[src/rtl/config_bitstream_loader.sv]
// config_bitstream_loader
//   Serialises a word-oriented configuration bitstream onto the config chain
//   (cen / shift_in / set_in) that threads through a column of slice config
//   tiles. Words arrive over a valid/ready port, bit 0 first. Exactly CHAIN_LEN
//   bits are shifted. set_in is then held for SET_CYC cycles so that every tile
//   latches its configuration at the same time.
//
// Optional feature: define CFG_READBACK_EN to collect chain_out, LSB first, on
//   every shift cycle and return it word by word on rb_valid / rb_data. This
//   yields the chain contents from before the current load. When the macro is
//   undefined, chain_out is unused and rb_valid / rb_data are tied to zero.
//
// Ports
//   clk, rst_n            fabric clock, asynchronous active-low reset
//   start, abort          begin a load (sampled in IDLE), abandon a load
//   word_valid/_ready     bitstream word handshake, word_data LSB shifted first
//   busy, done            load in progress, one-cycle completion pulse
//   cen, shift_in, set_in registered config chain drive
//   chain_out             serial data returning from the last tile
//   rb_valid, rb_data     readback words (CFG_READBACK_EN only)
module config_bitstream_loader #(
  parameter int unsigned WORD_W    = 32,
  parameter int unsigned CHAIN_LEN = 143,
  parameter int unsigned SET_CYC   = 1
) (
  input  logic              clk,
  input  logic              rst_n,
  input  logic              start,
  input  logic              abort,
  input  logic              word_valid,
  input  logic [WORD_W-1:0] word_data,
  output logic              word_ready,
  output logic              busy,
  output logic              done,
  output logic              cen,
  output logic              shift_in,
  output logic              set_in,
  input  logic              chain_out,
  output logic              rb_valid,
  output logic [WORD_W-1:0] rb_data
);

  localparam int unsigned CNT_W = $clog2(CHAIN_LEN + 1);
  localparam int unsigned BitW  = (WORD_W > 1) ? $clog2(WORD_W) : 1;
  localparam int unsigned SetW  = (SET_CYC > 1) ? $clog2(SET_CYC) : 1;

  localparam logic [CNT_W-1:0] CntLast = CNT_W'(CHAIN_LEN - 1);
  localparam logic [BitW-1:0]  BitLast = BitW'(WORD_W - 1);
  localparam logic [SetW-1:0]  SetLast = SetW'(SET_CYC - 1);

  typedef enum logic [2:0] {StIdle, StFetch, StShift, StSet, StDone} state_e;

  state_e            state_q, state_d;
  logic [WORD_W-1:0] sreg_q, sreg_d;
  logic [CNT_W-1:0]  cnt_q, cnt_d;        // bits shifted in this load
  logic [BitW-1:0]   bit_q, bit_d;        // bit index within the current word
  logic [SetW-1:0]   set_cnt_q, set_cnt_d;
  logic              cen_q, cen_d;
  logic              shift_in_q, shift_in_d;
  logic              set_in_q, set_in_d;
  logic              done_q, done_d;
  logic              busy_q, busy_d;

  // Abort is combinational here so that a word is never handshaken in the
  // cycle in which the load is being abandoned.
  assign word_ready = (state_q == StFetch) & ~abort;

  always_comb begin
    state_d   = state_q;
    sreg_d    = sreg_q;
    cnt_d     = cnt_q;
    bit_d     = bit_q;
    set_cnt_d = set_cnt_q;

    unique case (state_q)
      StIdle: begin
        if (start) begin
          state_d = StFetch;
          cnt_d   = '0;
        end
      end
      StFetch: begin
        if (word_valid) begin
          sreg_d  = word_data;
          bit_d   = '0;
          state_d = StShift;
        end
      end
      StShift: begin
        sreg_d = sreg_q >> 1;
        cnt_d  = cnt_q + CNT_W'(1);
        bit_d  = bit_q + BitW'(1);
        // The chain length takes priority: leftover bits of the last word are dropped.
        if (cnt_q == CntLast) begin
          state_d   = StSet;
          set_cnt_d = '0;
        end else if (bit_q == BitLast) begin
          state_d = StFetch;
        end
      end
      StSet: begin
        set_cnt_d = set_cnt_q + SetW'(1);
        if (set_cnt_q == SetLast) begin
          state_d = StDone;
        end
      end
      StDone: begin
        state_d = StIdle;
      end
      default: begin
        state_d = StIdle;
      end
    endcase

    if (abort) begin
      state_d = StIdle;
      cnt_d   = '0;
    end

    // Outputs are registered copies of the next-state decode, so each one is
    // high in exactly the cycles that the FSM spends in the matching state.
    cen_d      = (state_d == StShift);
    shift_in_d = cen_d & sreg_d[0];
    set_in_d   = (state_d == StSet);
    done_d     = (state_d == StDone);
    busy_d     = (state_d != StIdle);
  end

  always_ff @(posedge clk or negedge rst_n) begin
    if (!rst_n) begin
      state_q    <= StIdle;
      sreg_q     <= '0;
      cnt_q      <= '0;
      bit_q      <= '0;
      set_cnt_q  <= '0;
      cen_q      <= 1'b0;
      shift_in_q <= 1'b0;
      set_in_q   <= 1'b0;
      done_q     <= 1'b0;
      busy_q     <= 1'b0;
    end else begin
      state_q    <= state_d;
      sreg_q     <= sreg_d;
      cnt_q      <= cnt_d;
      bit_q      <= bit_d;
      set_cnt_q  <= set_cnt_d;
      cen_q      <= cen_d;
      shift_in_q <= shift_in_d;
      set_in_q   <= set_in_d;
      done_q     <= done_d;
      busy_q     <= busy_d;
    end
  end

  assign cen      = cen_q;
  assign shift_in = shift_in_q;
  assign set_in   = set_in_q;
  assign done     = done_q;
  assign busy     = busy_q;

`ifdef CFG_READBACK_EN
  logic [WORD_W-1:0] rb_col_q, rb_col_d;
  logic [WORD_W-1:0] rb_data_q, rb_data_d;
  logic              rb_valid_q, rb_valid_d;

  // chain_out is the bit leaving the last tile on the same edge that shifts
  // ours in, so sampling it on shift cycles returns the previous contents.
  always_comb begin
    rb_col_d   = rb_col_q;
    rb_data_d  = '0;
    rb_valid_d = 1'b0;
    if (state_q == StShift) begin
      rb_col_d[bit_q] = chain_out;
      if ((cnt_q == CntLast) || (bit_q == BitLast)) begin
        rb_valid_d = 1'b1;
        rb_data_d  = rb_col_d;
        rb_col_d   = '0;
      end
    end
    if (abort) begin
      rb_col_d   = '0;
      rb_valid_d = 1'b0;
      rb_data_d  = '0;
    end
  end

  always_ff @(posedge clk or negedge rst_n) begin
    if (!rst_n) begin
      rb_col_q   <= '0;
      rb_data_q  <= '0;
      rb_valid_q <= 1'b0;
    end else begin
      rb_col_q   <= rb_col_d;
      rb_data_q  <= rb_data_d;
      rb_valid_q <= rb_valid_d;
    end
  end

  assign rb_valid = rb_valid_q;
  assign rb_data  = rb_data_q;
`else
  logic unused_chain_out;
  assign unused_chain_out = chain_out;
  assign rb_valid         = 1'b0;
  assign rb_data          = '0;
`endif

endmodule
[config.mk]
export PLATFORM = sky130hd
export DESIGN_NAME = config_bitstream_loader
export DESIGN_NICKNAME = d
export VERILOG_FILES = /design/src/rtl/config_bitstream_loader.sv
export SDC_FILE = /design/constraint.sdc
export NUM_CORES = 1
export LEC_CHECK = 0
export CAP_MARGIN = 20
export CORE_ASPECT_RATIO = 2
export CORE_MARGIN = 4
export CORE_UTILIZATION = 45
export CTS_CLUSTER_SIZE = 40
export DETAILED_ROUTE_END_ITERATION = 12
export HOLD_SLACK_MARGIN = 0.1
export PLACE_DENSITY = 0.76
export SLEW_MARGIN = 30
export SYNTH_ARGS = -nofsm -noshare
export SYNTH_HDL_FRONTEND = slang
export SYNTH_SLANG_ARGS = --single-unit
[constraint.sdc]
create_clock -name clk -period 2.7 [get_ports clk]
set_clock_uncertainty 0.05 [all_clocks]
set_input_delay 0.81 -clock clk [delete_from_list [all_inputs] [get_ports clk]]
set_output_delay 0.81 -clock clk [all_outputs]
set_load 0.005 [all_outputs]
; Word level (Yosys, flattened, before mapping)
; Index checks and enable logic that the tools add are counted.
; Widths: inputs -> output; s select.
[word_totals]
regBits = 54
latchBits = 0
ram_bits = 0
mem_bits_ro = 0
input_bits = 38
out_inout_bits = 39
wordCells = 52
n_memories = 0
[classes]
addsub = 3
mul = 0
n_div = 0
order_cmp = 0
n_eq_ne = 11
shift = 0
mux = 16
bitwise = 3
n_reduce_logical = 8
[ops]
columns = cell, count
row1 = $pmux 32 s2, 1
row2 = $mux 32, 1
row3 = $mux 3, 6
row4 = $mux 8, 2
row5 = $pmux 8 s2, 1
row6 = $eq 3x2->1 const B, 4
row7 = $pmux 3 s4, 1
row8 = $pmux 5 s2, 1
row9 = $add 8x1->8 const B, 1
row10 = $eq 8x8->1 const B, 1
row11 = $reduce_and 2->1, 3
row12 = $reduce_bool 3->1, 2
row13 = $add 5x1->5 const B, 1
row14 = $eq 5x5->1 const B, 1
row15 = $mux 5, 1
row16 = $ne 2x2->1 const B, 2
row17 = $reduce_bool 2->1, 2
row18 = $eq 3x1->1 const B, 1
row19 = $eq 3x3->1 const B, 1
row20 = $logic_not 3->1, 1
row21 = $ne 3x3->1 const B, 1
row22 = $and 1x1->1, 2
row23 = $pmux 1 s2, 1
row24 = $add 1x1->1 const B, 1
row25 = other kinds (2), 2

; Logic depth before layout (Yosys ltp)
; Gate-level depths: netlist of run 1.
[depth]
ltp_word = 7
depth_mapped = 7
depth_no_buf = 7

; Worst setup path before layout of run 1
; OpenSTA, ideal clock, no wires.
[synth_path]
path_kind = input to output
from = in abort
to = out word_ready
arrival_time_ps = 1578
t_required_ps = 1840
setup_slack_ps = 262
stages = 3
n_path_buf = 1
path_cell_list = clkbuf_1 -> or3b_2 -> nor2_1
[synth_between]
elab_chain_cells = 2
[synth_rtl]
columns = element, line_no
row1 = start: declaration, 29  ; input logic abort,
row2 = $not 1->1, 66  ; assign word_ready = (state_q == StFetch) & ~abort;
row3 = $and 1x1->1, 66
row4 = end: declaration, 32  ; output logic word_ready,
; No other way between the ends.

; Final worst setup path of run 1
; Same ends and word-level chain as after synthesis.

==> results.md, run 1 <==
- Antenna cell count: 0
- Ratio of cells with drive above 1 in the final layout: 0.0958
- Core area: 5960 sq um
- Tot GR Track Use: 0.159
- Nets@finish: 375
- Achievable frequency: 0.384 GHz
- Asr flop ratio synth: 1.00
- Setup TNS Final: 0 ns
- Number of buffers added for setup after CTS: 0
- Tot Pwr: 2.31 mW
- CTS tree: yes
- Syn avg cell area: 9.49 sq um
- Finish-stage setup viols: 0
- Hold path depth: 2
- DP Worst Slack: -0.473 ns
- Critical path launch point type: input port
- Starting Density: 0.461
- Hold Path Class: flip-flop to flip-flop
- Finished Core Util: 0.555
- #FFs+latches synth: 54
- Worst EP arrival: 1.74 ns
- Tmin final: 2.60 ns
- Final period util: 0.964
- PnR worst setup slack: 0.0973 ns
- IO Pins: 77
- Kind of critical path: input port to output port
- Leak pwr: 1.62 nW
- Largest net degree at the start of global routing: 55
- PwrDens: 700 nW/um^2
- IR drop worst, VDD: 0.556 mV
- Setup crit end kind: output port
- DRT antenna net count: 0
- Max-slew headroom: 0.644
- # clock sinks: 54
- CTS Root Cell: clkbuf_16
- Initial antenna violation count: 0
- Mapped Area: 2740 sq um
- Synth Flop Type: dfrtp_1
- Clock latency on the worst-skew pair: 0.30 ns
- Hpwl dp: 4.04 mm
- Global-route wire length before repair: 9.56 mm
- FF/Latch Area: 1350 sq um
- Worst r2r path cells: 7
- Area growth, synth to finish: 20.6%
- 1st-pass router iterations: 4
- Final wirelength: 5.50 mm
- Final max-slew violation count: 0
- Die height: 118 microns
- # H-tree levels: 2
- Gate Count Post-Synth: 289
- Crit Path Max Fanout: 2
- Hold Violations, Final: 0
- Per-cell routed wire length: 13.9 microns
- DRC Markers: 0
- Register area share after synthesis: 0.492
- Status: complete, no violations
- Worst hold margin: 0.425 ns
- CTS Buf Count: 5
- Die width: 63.2 microns
- Synth unique cells: 45
- Routability cong.: 0.782
- Full die area: 7490 sq um
- Worst-Margin Slew: 0.529 ns
- Vias in the first global route: 2162
- Post-synth EDFFs: 0
- Global route overflow: 0
- Commonest cells after routing, fill and taps aside: nand2_1, dfrtp_1, clkdlybuf4s50_1
- Fillers: 555
- Port bufs: 42
- Initial DRC Count: 96
- Multi-input logic area: 1170 sq um
- Most common cell after layout, fill and taps aside: nand2_1
- Req. time, crit path: 1.84 ns
- Vias per cell: 5.26
- Vias: 2089
- Clock-pin slew on the worst setup and hold paths: 0.06 ns
- RSZ-0062 raised after global routing: false
- Clk buf depth: 2
- Num rows: 40
- Ys Warns: 0
- Max cap viols: 0
## final timing paths
kind	startpoint	slack [ns]	endpoint
max	abort	0.1	word_ready
min	sreg_q[7]$_DFFE_PN0P_	0.43	sreg_q[7]$_DFFE_PN0P_
min reg2reg	sreg_q[7]$_DFFE_PN0P_	0.43	sreg_q[7]$_DFFE_PN0P_
min in group asynchronous	rst_n	0.44	sreg_q[23]$_DFFE_PN0P_
max reg2reg	bit_q[0]$_DFFE_PN0P_	0.81	shift_in$_DFF_PN0_
max in group asynchronous	rst_n	1.91	state_q[2]$_DFF_PN0_
## synth_stat cells, types with 3 or more instances
library cell | instances | area (sq um)
buf_4 | 34 | 255
a21oi_1 | 3 | 15.0
nand2_1 | 72 | 270
a22oi_1 | 32 | 240
nor2_1 | 8 | 30.0
a22o_1 | 3 | 26.3
inv_1 | 8 | 30.0
nand3_1 | 4 | 20.0
clkbuf_1 | 8 | 30.0
ha_1 | 4 | 50.1
nand4_1 | 3 | 18.8
nand2b_1 | 4 | 25.0
buf_2 | 4 | 20.0
dfrtp_1 | 54 | 1350
nor3_1 | 3 | 15.0
o21ai_0 | 8 | 40.0
## repair_timing
action                                  CTS  global route
hold buffers                              0             0
endpoints found under the setup margin    1             0
resized for setup                         6             0
## worst max-delay path, cell delays in order
cell	delay, ns
dlygate4sd2_1	0.24
or3b_4	0.38
nor2_2	0.10
clkdlybuf4s15_2	0.21
## routing by layer
metal / GRT usage / routed length, microns
met3: 0.0361 / 253
met2: 0.290 / 3100
met4: 0.0731 / 95
met1: 0.168 / 2050
met5: 0 / 0
## registers in the layout, indices dropped and copies added, names as in the netlist
name	cells
done	1
sreg_q	32
cen	1
shift_in	1
state_q	3
bit_q	5
set_cnt_q	1
set_in	1
busy	1
cnt_q	8
## power by group
part,switching [mW],internal (mW),total (mW)
Combinational,0.225,0.209,0.433
Sequential,0.129,1.03,1.16
Clock,0.287,0.434,0.721
## cell type report
class,count,share of cell area
sequential,54,0.408
clock inverter,3,0.0121
timing repair buffer,53,0.154
multi-input combinational,211,0.354
clock buffer,5,0.0378
inverter,8,0.00908
tap,63,0.0238
## per-stage QoR
| step | instances | area, sq um |
|---|---|---|
| 2_1_floorplan | 321 | 2860 |
| 3_3_place_gp | 389 | 3140 |
| 3_5_place_dp | 389 | 3140 |
| 4_1_cts | 397 | 3310 |
| 5_1_grt | 397 | 3310 |
| 6_report | 397 | 3310 |
## cells by family after synthesis
kind of cell,count (synthesis),synth area share
and+or+nand+nor,112,0.189
AOI/OAI and AO/OA,58,0.157
buffers and inverters,56,0.128
DFF,54,0.492
adders and majority gates,4,0.0182
xor gates and xnor gates,2,0.00639
muxes,2,0.00730
other,1,0.00137
No activity file was read; power rests on OpenSTA's default activity.
==> run 2, diff against run 1 <==
- CTS_CLUSTER_DIAMETER: default -> 120
==> results of run 2 <==
Same layout as run 1: the final DEF is identical, and so are final timing and power.
